===== src/rtl/img_binarizer_if.sv =====
// Pixel-stream and image-handshake bundle between the pixel source, the
// binarizer and the downstream classifier.
interface img_binarizer_if #(
  parameter int PIX_W = 8
);
  logic [PIX_W-1:0] pix_in;
  logic             pix_valid;
  logic             pix_sof;
  logic             pix_ready;
  logic [PIX_W-1:0] threshold;
  logic [255:0]     test_image;
  logic             valid;
  logic             ack;
  logic             frame_err;
  logic [7:0]       frame_cnt;

  // Binarizer side
  modport slave (
    input  pix_in, pix_valid, pix_sof, threshold, ack,
    output pix_ready, test_image, valid, frame_err, frame_cnt
  );

  // Source / classifier side
  modport master (
    output pix_in, pix_valid, pix_sof, threshold, ack,
    input  pix_ready, test_image, valid, frame_err, frame_cnt
  );
endinterface


===== src/rtl/img_binarizer.sv =====
// 32x32 grayscale raster stream -> 2x2 block sums -> thresholded 16x16
// binary image, held on test_image/valid until the classifier acks.
module img_binarizer #(
  parameter int PIX_W   = 8,
  parameter int MIN_GAP = 2
) (
  input  logic            clk,
  input  logic            rst,
  img_binarizer_if.slave  bus
);
  localparam int SUM_W = PIX_W + 2;
  localparam int GAP_W = (MIN_GAP > 1) ? $clog2(MIN_GAP) : 1;

  typedef enum logic [1:0] {IDLE, COLLECT, HOLD, GAP} state_t;

  state_t               state_q, state_d;
  logic [9:0]           idx_q, idx_d;
  logic [PIX_W-1:0]     thr_q, thr_d;
  logic [PIX_W-1:0]     hold_px_q;
  logic [255:0]         work_q, work_d;
  logic [255:0]         img_q, img_d;
  logic [GAP_W-1:0]     gap_q, gap_d;
  logic                 frame_err_q, frame_err_d;
  logic [7:0]           cnt_q, cnt_d;

  // Row buffer of half-block sums, one cell per output column
  logic [16*SUM_W-1:0]  rb_flat;

  logic                 xfer;
  logic                 proc_en;
  logic [9:0]           proc_idx;
  logic                 x_odd, y_odd;
  logic [3:0]           col, row;
  logic [SUM_W-1:0]     pair_sum, block_sum;
  logic                 blk_bit;

  // Ready only while collecting; forced low while reset is asserted
  assign bus.pix_ready = !rst && (state_q == IDLE || state_q == COLLECT);
  assign xfer          = bus.pix_valid && bus.pix_ready;
  // In IDLE only a sof pixel starts a frame; everything else is dropped
  assign proc_en       = xfer && (state_q == COLLECT || bus.pix_sof);
  assign proc_idx      = bus.pix_sof ? 10'd0 : idx_q;

  assign x_odd = proc_idx[0];
  assign y_odd = proc_idx[5];
  assign col   = proc_idx[4:1];
  assign row   = proc_idx[9:6];

  // Horizontal pair sum, then full 2x2 sum using the stored upper pair
  assign pair_sum  = SUM_W'(hold_px_q) + SUM_W'(bus.pix_in);
  assign block_sum = rb_flat[col*SUM_W +: SUM_W] + pair_sum;
  // Comparing against 4*thr is the per-pixel threshold applied to the block mean
  assign blk_bit   = (block_sum >= {thr_q, 2'b00});

  // Next-state logic for the frame FSM and its datapath registers
  always_comb begin
    state_d     = state_q;
    idx_d       = idx_q;
    thr_d       = thr_q;
    work_d      = work_q;
    img_d       = img_q;
    gap_d       = gap_q;
    frame_err_d = 1'b0;
    cnt_d       = cnt_q;

    if (proc_en) begin
      idx_d = proc_idx + 10'd1;
      if (bus.pix_sof) thr_d = bus.threshold;
      if (x_odd && y_odd) work_d[{row, col}] = blk_bit;
    end

    case (state_q)
      IDLE: begin
        if (proc_en) state_d = COLLECT;
      end
      COLLECT: begin
        // A sof here restarts the frame; partial data is simply overwritten
        if (xfer && bus.pix_sof) frame_err_d = 1'b1;
        if (proc_en && proc_idx == 10'd1023) begin
          img_d   = work_d;
          cnt_d   = cnt_q + 8'd1;
          state_d = HOLD;
        end
      end
      HOLD: begin
        if (bus.ack) begin
          state_d = GAP;
          gap_d   = '0;
        end
      end
      GAP: begin
        if (gap_q == GAP_W'(MIN_GAP - 1)) state_d = IDLE;
        else                              gap_d   = gap_q + GAP_W'(1);
      end
      default: state_d = IDLE;
    endcase
  end

  // State and control register update
  always_ff @(posedge clk) begin
    if (rst) begin
      state_q     <= IDLE;
      idx_q       <= '0;
      thr_q       <= '0;
      work_q      <= '0;
      img_q       <= '0;
      gap_q       <= '0;
      frame_err_q <= 1'b0;
      cnt_q       <= '0;
    end else begin
      state_q     <= state_d;
      idx_q       <= idx_d;
      thr_q       <= thr_d;
      work_q      <= work_d;
      img_q       <= img_d;
      gap_q       <= gap_d;
      frame_err_q <= frame_err_d;
      cnt_q       <= cnt_d;
    end
  end

  // Even-x pixel waits here for its odd-x partner
  always_ff @(posedge clk) begin
    if (rst)                    hold_px_q <= '0;
    else if (proc_en && !x_odd) hold_px_q <= bus.pix_in;
  end

  generate
    for (genvar gi = 0; gi < 16; gi++) begin : g_rb
      logic [SUM_W-1:0] cell_q;
      // Upper-row pair sum for column gi, written on even rows
      always_ff @(posedge clk) begin
        if (rst)
          cell_q <= '0;
        else if (proc_en && x_odd && !y_odd && col == 4'(gi))
          cell_q <= pair_sum;
      end
      assign rb_flat[gi*SUM_W +: SUM_W] = cell_q;
    end
  endgenerate

  assign bus.test_image = img_q;
  assign bus.valid      = (state_q == HOLD);
  assign bus.frame_err  = frame_err_q;
  assign bus.frame_cnt  = cnt_q;
endmodule


===== src/flat_wrapper.sv =====
// flat-port wrapper written by rule: the top's interface ports become plain ports
module img_binarizer_flat 
#(
  parameter int PIX_W   = 8,
  parameter int MIN_GAP = 2
)
  (clk, rst, bus_pix_in, bus_pix_valid, bus_pix_sof, bus_threshold, bus_ack, bus_pix_ready, bus_test_image, bus_valid, bus_frame_err, bus_frame_cnt);
  img_binarizer_if #(.PIX_W(PIX_W)) bus_i ();
  input  logic clk;
  input  logic rst;
  input wire logic [$bits(bus_i.pix_in)-1:0] bus_pix_in;
  input wire logic [$bits(bus_i.pix_valid)-1:0] bus_pix_valid;
  input wire logic [$bits(bus_i.pix_sof)-1:0] bus_pix_sof;
  input wire logic [$bits(bus_i.threshold)-1:0] bus_threshold;
  input wire logic [$bits(bus_i.ack)-1:0] bus_ack;
  output wire logic [$bits(bus_i.pix_ready)-1:0] bus_pix_ready;
  output wire logic [$bits(bus_i.test_image)-1:0] bus_test_image;
  output wire logic [$bits(bus_i.valid)-1:0] bus_valid;
  output wire logic [$bits(bus_i.frame_err)-1:0] bus_frame_err;
  output wire logic [$bits(bus_i.frame_cnt)-1:0] bus_frame_cnt;
  assign bus_i.pix_in = bus_pix_in;
  assign bus_i.pix_valid = bus_pix_valid;
  assign bus_i.pix_sof = bus_pix_sof;
  assign bus_i.threshold = bus_threshold;
  assign bus_i.ack = bus_ack;
  assign bus_pix_ready = bus_i.pix_ready;
  assign bus_test_image = bus_i.test_image;
  assign bus_valid = bus_i.valid;
  assign bus_frame_err = bus_i.frame_err;
  assign bus_frame_cnt = bus_i.frame_cnt;
  img_binarizer #(.PIX_W(PIX_W), .MIN_GAP(MIN_GAP)) u_core (.clk(clk), .rst(rst), .bus(bus_i));
endmodule

===== config.mk =====
export PLATFORM = sky130hd
export DESIGN_NAME = img_binarizer_flat
export DESIGN_NICKNAME = d
export VERILOG_FILES = /design/src/rtl/img_binarizer_if.sv /design/src/rtl/img_binarizer.sv /design/src/flat_wrapper.sv
export SDC_FILE = /design/constraint.sdc
export NUM_CORES = 1
export LEC_CHECK = 0
export ABC_AREA = 0
export CORE_UTILIZATION = 55
export DETAILED_ROUTE_END_ITERATION = 6
export PLACE_DENSITY = 0.78
export SLEW_MARGIN = 20
export SYNTH_ARGS = -nofsm -noshare
export SYNTH_HDL_FRONTEND = slang
export SYNTH_SLANG_ARGS = --single-unit

===== constraint.sdc =====
create_clock -name clk -period 7.8 [get_ports clk]
set_input_delay 0.78 -clock clk [delete_from_list [all_inputs] [get_ports clk]]
set_output_delay 0.78 -clock clk [all_outputs]
set_load 0.02 [all_outputs]

==> Word-level counts from Yosys, hierarchy flattened <==
Index checks and enable logic that the tools add are counted.
{ "totals": {"register_bits": 710, "inputBits": 21, "word_cells": 113} }
{ "op_classes": {"n_addsub": 5, "n_mul": 1, "order_cmp": 3, "n_eq_ne": 23, "n_shift": 1, "n_mux": 15, "bitwise": 1, "reduce_logical": 39} }
{ "op_table": {"columns": ["cell", "count"], "rows": [
  ["256-bit 2-to-1 mux", 2],
  ["256-bit bitwise mux", 1],
  ["160-bit by 9-bit variable part select with 10-bit output", 1],
  ["4-bit equality test (second input constant)", 8],
  ["1-bit logical AND", 26],
  ["4-bit by 3-bit equality test with 1-bit output (second input constant)", 4],
  ["10-bit by 1-bit adder with 10-bit output (second input constant)", 1],
  ["10-bit adder", 1],
  ["10-bit equality test (second input constant)", 1],
  ["10-bit >= comparator", 1],
  ["10-bit 2-to-1 mux", 1],
  ["8-bit by 8-bit adder with 9-bit output", 1],
  ["8-bit by 9-bit < comparator with 1-bit output (second input constant)", 1],
  ["8-bit by 1-bit adder with 8-bit output (second input constant)", 1],
  ["1-bit demux with 8-bit select", 1],
  ["4-bit by 2-bit equality test with 1-bit output (second input constant)", 2],
  ["8-bit by 1-bit >= comparator with 1-bit output (second input constant)", 1],
  ["2-bit 2-to-1 mux", 4],
  ["2-bit one-hot mux with 4 select lines", 1],
  ["4-bit by 3-bit multiplier with 7-bit output (second input constant)", 1],
  ["2-bit AND reduction", 3],
  ["2-bit equality test (second input constant)", 2],
  ["4-bit by 1-bit equality test with 1-bit output (second input constant)", 1],
  ["4-bit logical NOT", 1],
  ["13 further kinds", 21]
]} }

==> Logic depth before layout (Yosys ltp) <==
Gate-level depths: netlist (run 1).
{ "depth": {"ltp_word": 8, "depth_mapped": 28, "mapped_depth_nobuf": 22} }

==> Least setup slack after synthesis (run 1) <==
OpenSTA, ideal clock, no wires.
{ "synth_path": {"path_type": "input-to-reg", "start": "input bus_pix_sof", "end": "register u_core.work_q[79]", "setup_ps": 115, "arrival_time_ps": 5216, "required_ps": 7685, "setup_slack_ps": 2470, "cell_stages": 27, "n_path_buf": 6, "path_cell_list": "buf_2 > buf_2 > buf_2 > nand2b_1 > clkbuf_1 > o22ai_1 > o21ai_0 > o221ai_1 > nor2_1 > ha_1 > inv_1 > fa_1 > nor2b_1 > o21ai_0 > a21boi_0 > o21a_1 > nor2_1 > o31ai_1 > xor2_1 > ha_1 > nor2b_1 > o21ai_0 > and2_1 > clkbuf_1 > nand3_1 > clkbuf_1 > o21a_1"} }
{ "synth_via": {"elab_chain_cells": 8, "word_cells_on_any_way": 16} }
{ "synth_lines": {"columns": ["item", "line", "source"], "rows": [
  ["start, declared", "flat_wrapper.sv:13", "input wire logic [$bits(bus_i.pix_sof)-1:0] bus_pix_sof;"],
  ["10-bit 2-to-1 mux", "img_binarizer.sv:42", "assign proc_idx = bus.pix_sof ? 10'd0 : idx_q;"],
  ["4-bit by 3-bit multiplier with 7-bit output, or another cell as far along", "img_binarizer.sv:51", "assign block_sum = rb_flat[col*SUM_W +: SUM_W] + pair_sum;"],
  ["160-bit by 9-bit variable part select with 10-bit output or 1-bit logical AND (tied branches)", "img_binarizer.sv:51, img_binarizer.sv:69", null],
  ["10-bit adder or 1-bit 2-to-1 mux (tied branches)", "img_binarizer.sv:51, img_binarizer.sv:69", null],
  ["10-bit >= comparator or 1-bit demux with 8-bit select (tied branches)", null, null],
  ["256-bit bitwise mux", "img_binarizer.sv:69", "if (x_odd && y_odd) work_d[{row, col}] = blk_bit;"],
  ["256-bit 2-to-1 mux", "img_binarizer.sv:69", null],
  ["256-bit 2-to-1 mux (*)", "img_binarizer.sv:66", "if (proc_en) begin"],
  ["end signal, assigned", "img_binarizer.sv:114", "work_q <= work_d;"],
  ["end, declared", "img_binarizer.sv:20", "logic [255:0] work_q, work_d;"]
]} }
Mark *: on every way between the ends. The rest lies on a longest branch, timed or not.
A chain may end at the register's enable or synchronous reset.

==> Worst setup path after layout (run 1) <==
{ "layout_path": {"start": "register u_core.idx_q[1]", "end": "register u_core.work_q[76]"} }
{ "layout_via": {"elab_chain_cells": 8, "word_cells_on_any_way": 13} }
{ "layout_lines": {"columns": ["item", "line", "source"], "rows": [
  ["start, declared", "img_binarizer.sv:17", "logic [9:0] idx_q, idx_d;"],
  ["start signal, assigned", "img_binarizer.sv:112", "idx_q <= idx_d;"],
  ["10-bit 2-to-1 mux (*)", "img_binarizer.sv:42", null],
  ["4-bit by 3-bit multiplier with 7-bit output, or another cell as far along", "img_binarizer.sv:51", null],
  ["160-bit by 9-bit variable part select with 10-bit output or 1-bit logical AND (tied branches)", "img_binarizer.sv:51, img_binarizer.sv:69", null],
  ["10-bit adder or 1-bit 2-to-1 mux (tied branches)", "img_binarizer.sv:51, img_binarizer.sv:69", null],
  ["10-bit >= comparator or 1-bit demux with 8-bit select (tied branches)", null, null],
  ["256-bit bitwise mux (*)", "img_binarizer.sv:69", null],
  ["256-bit 2-to-1 mux (*)", "img_binarizer.sv:69", null],
  ["256-bit 2-to-1 mux (*)", "img_binarizer.sv:66", null]
]} }
Marked as above.

==> impl_results.rst, run 1 <==
.. list-table::
   :header-rows: 1

   * - Metric
     - Value
   * - Largest vdd supply drop
     - about 160 uV
   * - Total routing usage reported by global routing
     - a little under a third
   * - Number of iterations in the first detailed-routing pass
     - 6
   * - Final design instance area without fill
     - ~33000 um2
   * - CTS Hold Buffers Added
     - 0
   * - Half-perimeter wire length after detailed placement
     - roughly 54000 um
   * - Period minus WS final
     - 6.284 ns
   * - Setup TNS
     - 0 ns
   * - Weighted congestion reported at the end of routability-driven placement
     - between 0.9 and 1
   * - Total die area
     - approximately 50000 um2
   * - Routed length per placed instance
     - 21.19 um
   * - Endpoint required time on the critical path
     - just over 8 ns
   * - Number of nets in the final layout
     - roughly 3200
   * - CTS tree
     - yes
   * - Final-report hold violation count
     - 0
   * - Placed standard-cell area
     - just over 30000 um2
   * - Area growth syn-to-layout
     - 19.73%
   * - Drt first-iter violations
     - around 2800
   * - Worst setup skew after layout
     - 0.01894 ns
   * - Fillers
     - 3860
   * - Asr flop ratio synth
     - 0%
   * - Busiest metal layer after global routing
     - met2
   * - Tot Pwr
     - about 7.5 mW
   * - P per Cell Area
     - 228.3 nW/um2
   * - Pin count of the biggest net entering global routing
     - approximately 280
   * - Smallest setup slack after layout
     - about 1.5 ns
   * - Number of buffers created by CTS
     - 71
   * - Primary flip-flop cell chosen by synthesis mapping
     - dfxtp_1
   * - Die height
     - about 220 um
   * - Synth Warn #
     - 0
   * - Layout Cells excl Fill
     - approximately 4000
   * - Number of synthesized flops with an enable pin
     - 0
   * - Max-slew violation total from the final report
     - 0
   * - Worst hold-check slack
     - 0.4552 ns
   * - Min-Delay Path Class
     - flip-flop to flip-flop
   * - Detail Route Antenna Nets
     - 0
   * - Crit Path Max Fanout
     - 18
   * - Area of the core region
     - a little under 50000 um2
   * - Via-to-Cell Ratio
     - 6.203
   * - Post-Route Utilization
     - about two thirds
   * - Fraction of final layout cells sized beyond drive strength 1
     - between 6 and 7%
   * - Number of stages on the worst hold path
     - 2
   * - Result of the run
     - finished clean
   * - Number of global-route vias before repair
     - ~23000
   * - Global-route track usage on met2
     - between 50 and 60%
   * - Number of antenna diodes
     - 0
   * - Post-CTS Setup Bufs
     - 0
   * - Via count
     - about 24000
   * - Fraction of the yosys area taken by sequential cells
     - about half
   * - Count of boundary I/O pins
     - between 200 and 300
   * - Antenna violations before repair
     - 2
   * - Type of the setup path with the least slack
     - flip-flop to flip-flop
   * - Element type at the critical path start
     - flip-flop
   * - Mean cell area of the mapped netlist
     - 8.897 um2
   * - Grt total ovfl
     - 0
   * - Syn nets
     - just over 3000
   * - Portion of the clock cycle consumed by the worst path in the final layout
     - 80.56%
   * - CP arrival
     - a little under 7 ns
   * - Number of register bits inferred by synthesis
     - 694
   * - Worst relative slew slack
     - between 20% and 30%
   * - Wire length after detailed routing
     - between 80000 and 90000 um
   * - Site row count
     - 81
   * - DIE WIDTH
     - approximately 220 um
   * - Global Route met1 Usage
     - about 43%
   * - Global-route wire length before repair
     - roughly 130000 um
   * - Count of endpoints failing setup in the final report
     - 0
   * - Worst-case reg-to-reg path depth
     - 22
   * - Max-cap violations
     - 0
   * - Buffers on Ports
     - 287
   * - Worst setup slack after placement
     - 1.175 ns
   * - Library cells used by synthesis
     - 66
   * - Syn Inst Count
     - ~3000
   * - Resize count post-CTS
     - 0
   * - H-tree depth reported by CTS
     - 3
   * - Clock sink total
     - approximately 700
   * - Static power due to leakage
     - ~11 nW
   * - Max Root-Sink Buffers
     - 3
   * - Slew at the pin closest to its max-slew limit
     - approximately 1.2 ns
   * - Type of element capturing the critical path
     - flip-flop
   * - Root cell of the clock tree
     - clkbuf_16
   * - Post-CTS clock slew at the launch and capture registers of the worst setup and hold paths
     - ~0.060 ns
   * - Number of remaining DRC errors
     - 0
   * - F_max
     - 159.1 MHz
   * - DP Cell Count
     - between 3000 and 4000
   * - Area of the mapped netlist
     - 27270 um2
   * - Clock latency reported for the late side of the worst-skew pair
     - between 0.6 and 0.7 ns
   * - Starting density of the core
     - a little under three fifths
   * - Met3 global-route usage
     - approximately 5.6%
   * - Setup repair after global routing missed its margin
     - false
-- worst max-delay path, cell delays in order (launching register included) --
cell,delay (ns)
dfxtp_1,0.75
buf_4,0.27
o21ba_2,0.28
o221ai_1,0.17
a21oi_1,0.19
nor2_1,0.06
o21ai_0,0.26
o221a_2,0.26
inv_1,0.06
fa_1,0.43
nor2b_1,0.14
o21ai_0,0.12
a21boi_0,0.28
o21a_1,0.16
nor2_1,0.06
o31ai_1,0.29
xor2_1,0.19
ha_1,0.25
nor2b_1,0.13
o21ai_0,0.39
and2_1,0.37
nand3_1,0.62
o21a_1,0.42
-- cells in the final DEF, fill, tap and decap left out, types with 45 or more instances in the layout --
cell type	count
buf_4	45
o21a_1	84
a311oi_1	162
nor2_1	271
nand2_1	266
dfxtp_1	694
a21oi_1	381
nand3b_1	258
o21ai_0	291
clkbuf_16	75
a211oi_1	51
clkdlybuf4s50_1	286
-- kinds of logic after synthesis --
family,share of synthesized area (%)
buf+inv,4.506
xor+xnor,0.6424
simple gates,17.61
flops,50.95
compound gates,23.45
fa+ha+maj,1.569
mux,1.280
-- power breakdown --
| part | switching [mW] | total, mW | leakage, nW | internal (mW) |
|---|---|---|---|---|
| sequential | 0.00959 | 3.57 | 5.59 | 3.56 |
| combinational | 0.406 | 0.553 | 3.88 | 0.147 |
| clock | 1.38 | 3.33 | 1.10 | 1.95 |
| total | 1.80 | 7.45 | 10.6 | 5.65 |
-- cells in the mapped netlist (3+ instances only) --
cell	count	area share, %
o221ai_1	8	0.26
buf_4	5	0.14
dfxtp_1	694	51
ha_1	31	1.4
xor2_1	8	0.26
a21boi_0	3	0.083
inv_1	25	0.34
nand3b_1	258	7.1
and3_1	8	0.18
a211oi_1	51	1.4
o31a_1	3	0.096
buf_1	10	0.14
clkbuf_1	209	2.9
mux2i_1	27	0.99
mux2_2	3	0.12
nor2b_1	10	0.23
a311oi_1	162	5.2
and2_1	7	0.16
xnor2_1	12	0.39
o22ai_1	44	1.0
nor4_1	3	0.069
o21ai_0	291	5.3
nor2_1	293	4.0
nand4_1	4	0.092
nand2b_1	12	0.28
nand2_1	266	3.7
nor3_2	6	0.22
or3_1	6	0.14
o21ai_1	3	0.055
a21o_1	5	0.14
a21oi_1	382	7.0
nand3_1	11	0.20
nor2_2	12	0.28
buf_2	53	0.97
o21a_1	84	2.3
nor3_1	15	0.28
nor3b_1	3	0.083
-- worst paths after layout --
kind,to,start,slack (ns)
hold reg to reg,u_core.g_rb[2].cell_q[2],u_core.g_rb[2].cell_q[2],0.46
hold / removal,u_core.g_rb[2].cell_q[2],u_core.g_rb[2].cell_q[2],0.46
setup / recovery,u_core.work_q[76],u_core.idx_q[1],1.52
setup reg to reg,u_core.work_q[76],u_core.idx_q[1],1.52
-- sequential cells by signal, indices dropped and copies added, names as in the netlist --
signal                 cells
u_core.gap_q               1
u_core.bus.test_image    256
u_core.work_q            256
u_core.thr_q               8
u_core.idx_q              10
u_core.hold_px_q           8
u_core.g_rb.cell_q       144
u_core.bus.frame_cnt       8
u_core.bus.frame_err       1
u_core.state_q             2
-- per-layer routing --
metal | wire length (um) | part of all wire, %
met4 | 3293 | 4.0
met1 | 34200 | 41
met3 | 6852 | 8.3
met5 | 27 | 0.033
met2 | 38500 | 46
-- final cells by class --
class,instances,area (um2),share of cell area [%]
clock buffers,108,2051,6.281
clock inverters,17,212.7,0.6515
repair buffers,336,3296,10.09
inverters,25,93.84,0.2874
flip-flops and latches,694,13890,42.55
multi-input cells,2067,12270,37.59
well taps,664,830.8,2.545
(Power assumes the default switching activity.)
==> run 2: changes to the inputs <==
- CORE_UTILIZATION: 55 -> 51
- PLACE_DENSITY: 0.78 -> 0.76
- clock period: 7.8 -> 5.7 ns (I/O delays scaled with it)
==> run 2 against run 1 <==
  * Routed wire length rose by 2.0%
  * Worst setup slack got worse by 1.3 ns
  * Sequential share of layout area fell by 0.80 points
  * Critical path depth rose by 3
  * Count of clock-buffer cells in the layout fell by 3
  * Die area rose by 7.8%
  * Final cell count rose by 2.0%
  * Via count rose by 0.51%
  * Critical path type unchanged
  * Highest routed layer is now met4
==> impl_results.rst, run 2 (synthesized netlist as in run 1, its figures left out) <==
.. list-table::
   :header-rows: 1

   * - Metric
     - Value
   * - Half-perimeter wire length after detailed placement
     - between 50000 and 60000 um
   * - Final design instance area without fill
     - 33280 um2
   * - Critical Path Most Common Cell
     - o21ai_0
   * - Count of endpoints failing setup in the final report
     - 0
   * - Worst-case reg-to-reg path depth
     - 25
   * - Die height
     - 233.2 um
   * - Crit Path Max Fanout
     - 28
   * - Portion of the clock cycle consumed by the worst path in the final layout
     - between 90% and 100%
   * - Buffers on Ports
     - about 290
   * - Root cell of the clock tree
     - clkbuf_16
   * - Worst relative slew slack
     - approximately 8.5%
   * - Top library cells by usage in the layout, fill and taps aside
     - dfxtp_1, a21oi_1, o21ai_0
   * - Routed length per placed instance
     - between 20 and 25 um
   * - Detail Route Antenna Nets
     - 0
   * - Type of element capturing the critical path
     - flip-flop
   * - Fillers
     - roughly 4300
   * - Tot Pwr
     - around 11 mW
   * - H-tree depth reported by CTS
     - 3
   * - P per Cell Area
     - 315.8 nW/um2
   * - Worst hold-check slack
     - between 0.4 and 0.5 ns
   * - Global-route wire length before repair
     - approximately 130000 um
   * - Max-cap violations
     - 0
   * - Total routing usage reported by global routing
     - 30.21%
   * - Element type at the critical path start
     - flip-flop
   * - DIE WIDTH
     - 233.2 um
   * - Pin count of the biggest net entering global routing
     - around 280
   * - Setup repair after global routing missed its margin
     - false
   * - Number of global-route vias before repair
     - between 20000 and 25000
   * - Min-Delay Path Class
     - flip-flop to flip-flop
   * - Worst setup slack after placement
     - -0.1788 ns
   * - Area growth syn-to-layout
     - 22.04%
   * - Number of buffers created by CTS
     - 71
   * - Total die area
     - 54400 um2
   * - Count of boundary I/O pins
     - between 200 and 300
   * - Number of buffers and inverters on the critical path
     - 5
   * - CTS tree
     - yes
   * - Clock latency reported for the late side of the worst-skew pair
     - approximately 0.62 ns
   * - Clock sink total
     - between 600 and 700
   * - Type of the setup path with the least slack
     - flip-flop to flip-flop
   * - Grt total ovfl
     - 0
   * - Max Root-Sink Buffers
     - 3
   * - Result of the run
     - finished clean
   * - Number of iterations in the first detailed-routing pass
     - 6
   * - Number of nets in the final layout
     - between 3000 and 4000
   * - Endpoint required time on the critical path
     - a little over 6 ns
   * - Fraction of final layout cells sized beyond drive strength 1
     - about 8.4%
   * - Slew at the pin closest to its max-slew limit
     - about 1.4 ns
   * - Site row count
     - 84
   * - Post-CTS clock slew at the launch and capture registers of the worst setup and hold paths
     - roughly 0.060 ns
   * - Via-to-Cell Ratio
     - approximately 6.1
   * - Placed standard-cell area
     - roughly 30000 um2
   * - Largest vdd supply drop
     - around 210 uV
   * - Smallest setup slack after layout
     - between 0.2 and 0.3 ns
   * - Leading cell type in the layout, fill and taps excluded
     - dfxtp_1
   * - Dominant delay contributor by cell family on the critical path
     - compound AO/OA/AOI/OAI gates
   * - Antenna violations before repair
     - 0
   * - F_max
     - 183.9 MHz
   * - Number of antenna diodes
     - 0
   * - Worst setup skew after layout
     - 0.03510 ns
   * - CP Depth
     - 25
   * - Max-slew violation total from the final report
     - 0
   * - CP arrival
     - 5.94 ns
   * - Weighted congestion reported at the end of routability-driven placement
     - approximately 0.96
   * - Number of remaining DRC errors
     - 0
   * - Starting density of the core
     - roughly half
   * - Via count
     - 24380
   * - Wire length after detailed routing
     - about 85000 um
   * - Worst path max stage delay
     - 0.47 ns
   * - Number of stages on the worst hold path
     - 2
   * - Drt first-iter violations
     - between 2000 and 3000
   * - Static power due to leakage
     - between 10 and 15 nW
   * - Period minus WS final
     - roughly 5.4 ns
   * - Final-report hold violation count
     - 0
   * - Area of the core region
     - about 53000 um2
   * - Slowest CP cell
     - dfxtp_1
run 2: tightest hold or removal path, stage by stage, from the launching register on:
cell and delay [ns]:
dfxtp_1 0.31, nand2_1 0.05, a21oi_1 0.05
run 2: path summary, 6_finish.rpt:
kind,start,to,slack (ns)
setup / recovery,u_core.idx_q[2],u_core.work_q[72],0.26
hold / removal,u_core.g_rb[3].cell_q[4],u_core.g_rb[3].cell_q[4],0.46
setup reg to reg,u_core.idx_q[2],u_core.work_q[72],0.26
hold reg to reg,u_core.g_rb[3].cell_q[4],u_core.g_rb[3].cell_q[4],0.46
run 2: area by class of cell:
cell class	instances	area, um2	area share (%)
flip-flops and latches	694	13890	41.75
multi-input cells	2067	12240	36.78
repair buffers	389	3794	11.40
clock buffers	105	2108	6.335
well taps	688	860.8	2.587
clock inverters	22	286.5	0.8610
inverters	25	93.84	0.2820
run 2: stage by stage:
step	cells	util, %	TNS (ns)
after floorplan	3065	-	0
after global placement	3863	58.61	0
after detailed placement	3863	58.62	-11.98
after CTS	3990	63.16	0
after global routing	3990	63.20	0
final	3990	63.20	0
run 2: report_power, final:
part	total, mW	switching, mW	leakage (nW)	internal [mW]
Clock	4.77	1.93	1.17	2.84
Combinational	0.857	0.592	4.15	0.265
Sequential	4.88	0.0135	5.59	4.87
Total	10.5	2.54	10.9	7.97
run 2: what timing repair did:
item                       CTS  global route
setup buffers                0             0
hold buffers                 0             0
setup endpoints to repair    0            94
gates resized for setup      0             2
run 2: metal layers:
metal / vias to the layer above / wire length, um / track usage, %
li1: 11340 / - / -
met1: 11690 / 34720 / 40.18
met2: 1161 / 39540 / 48.15
met3: 198 / 7229 / 5.469
met4: 0 / 3032 / 12.58
met5: - / 0 / 0
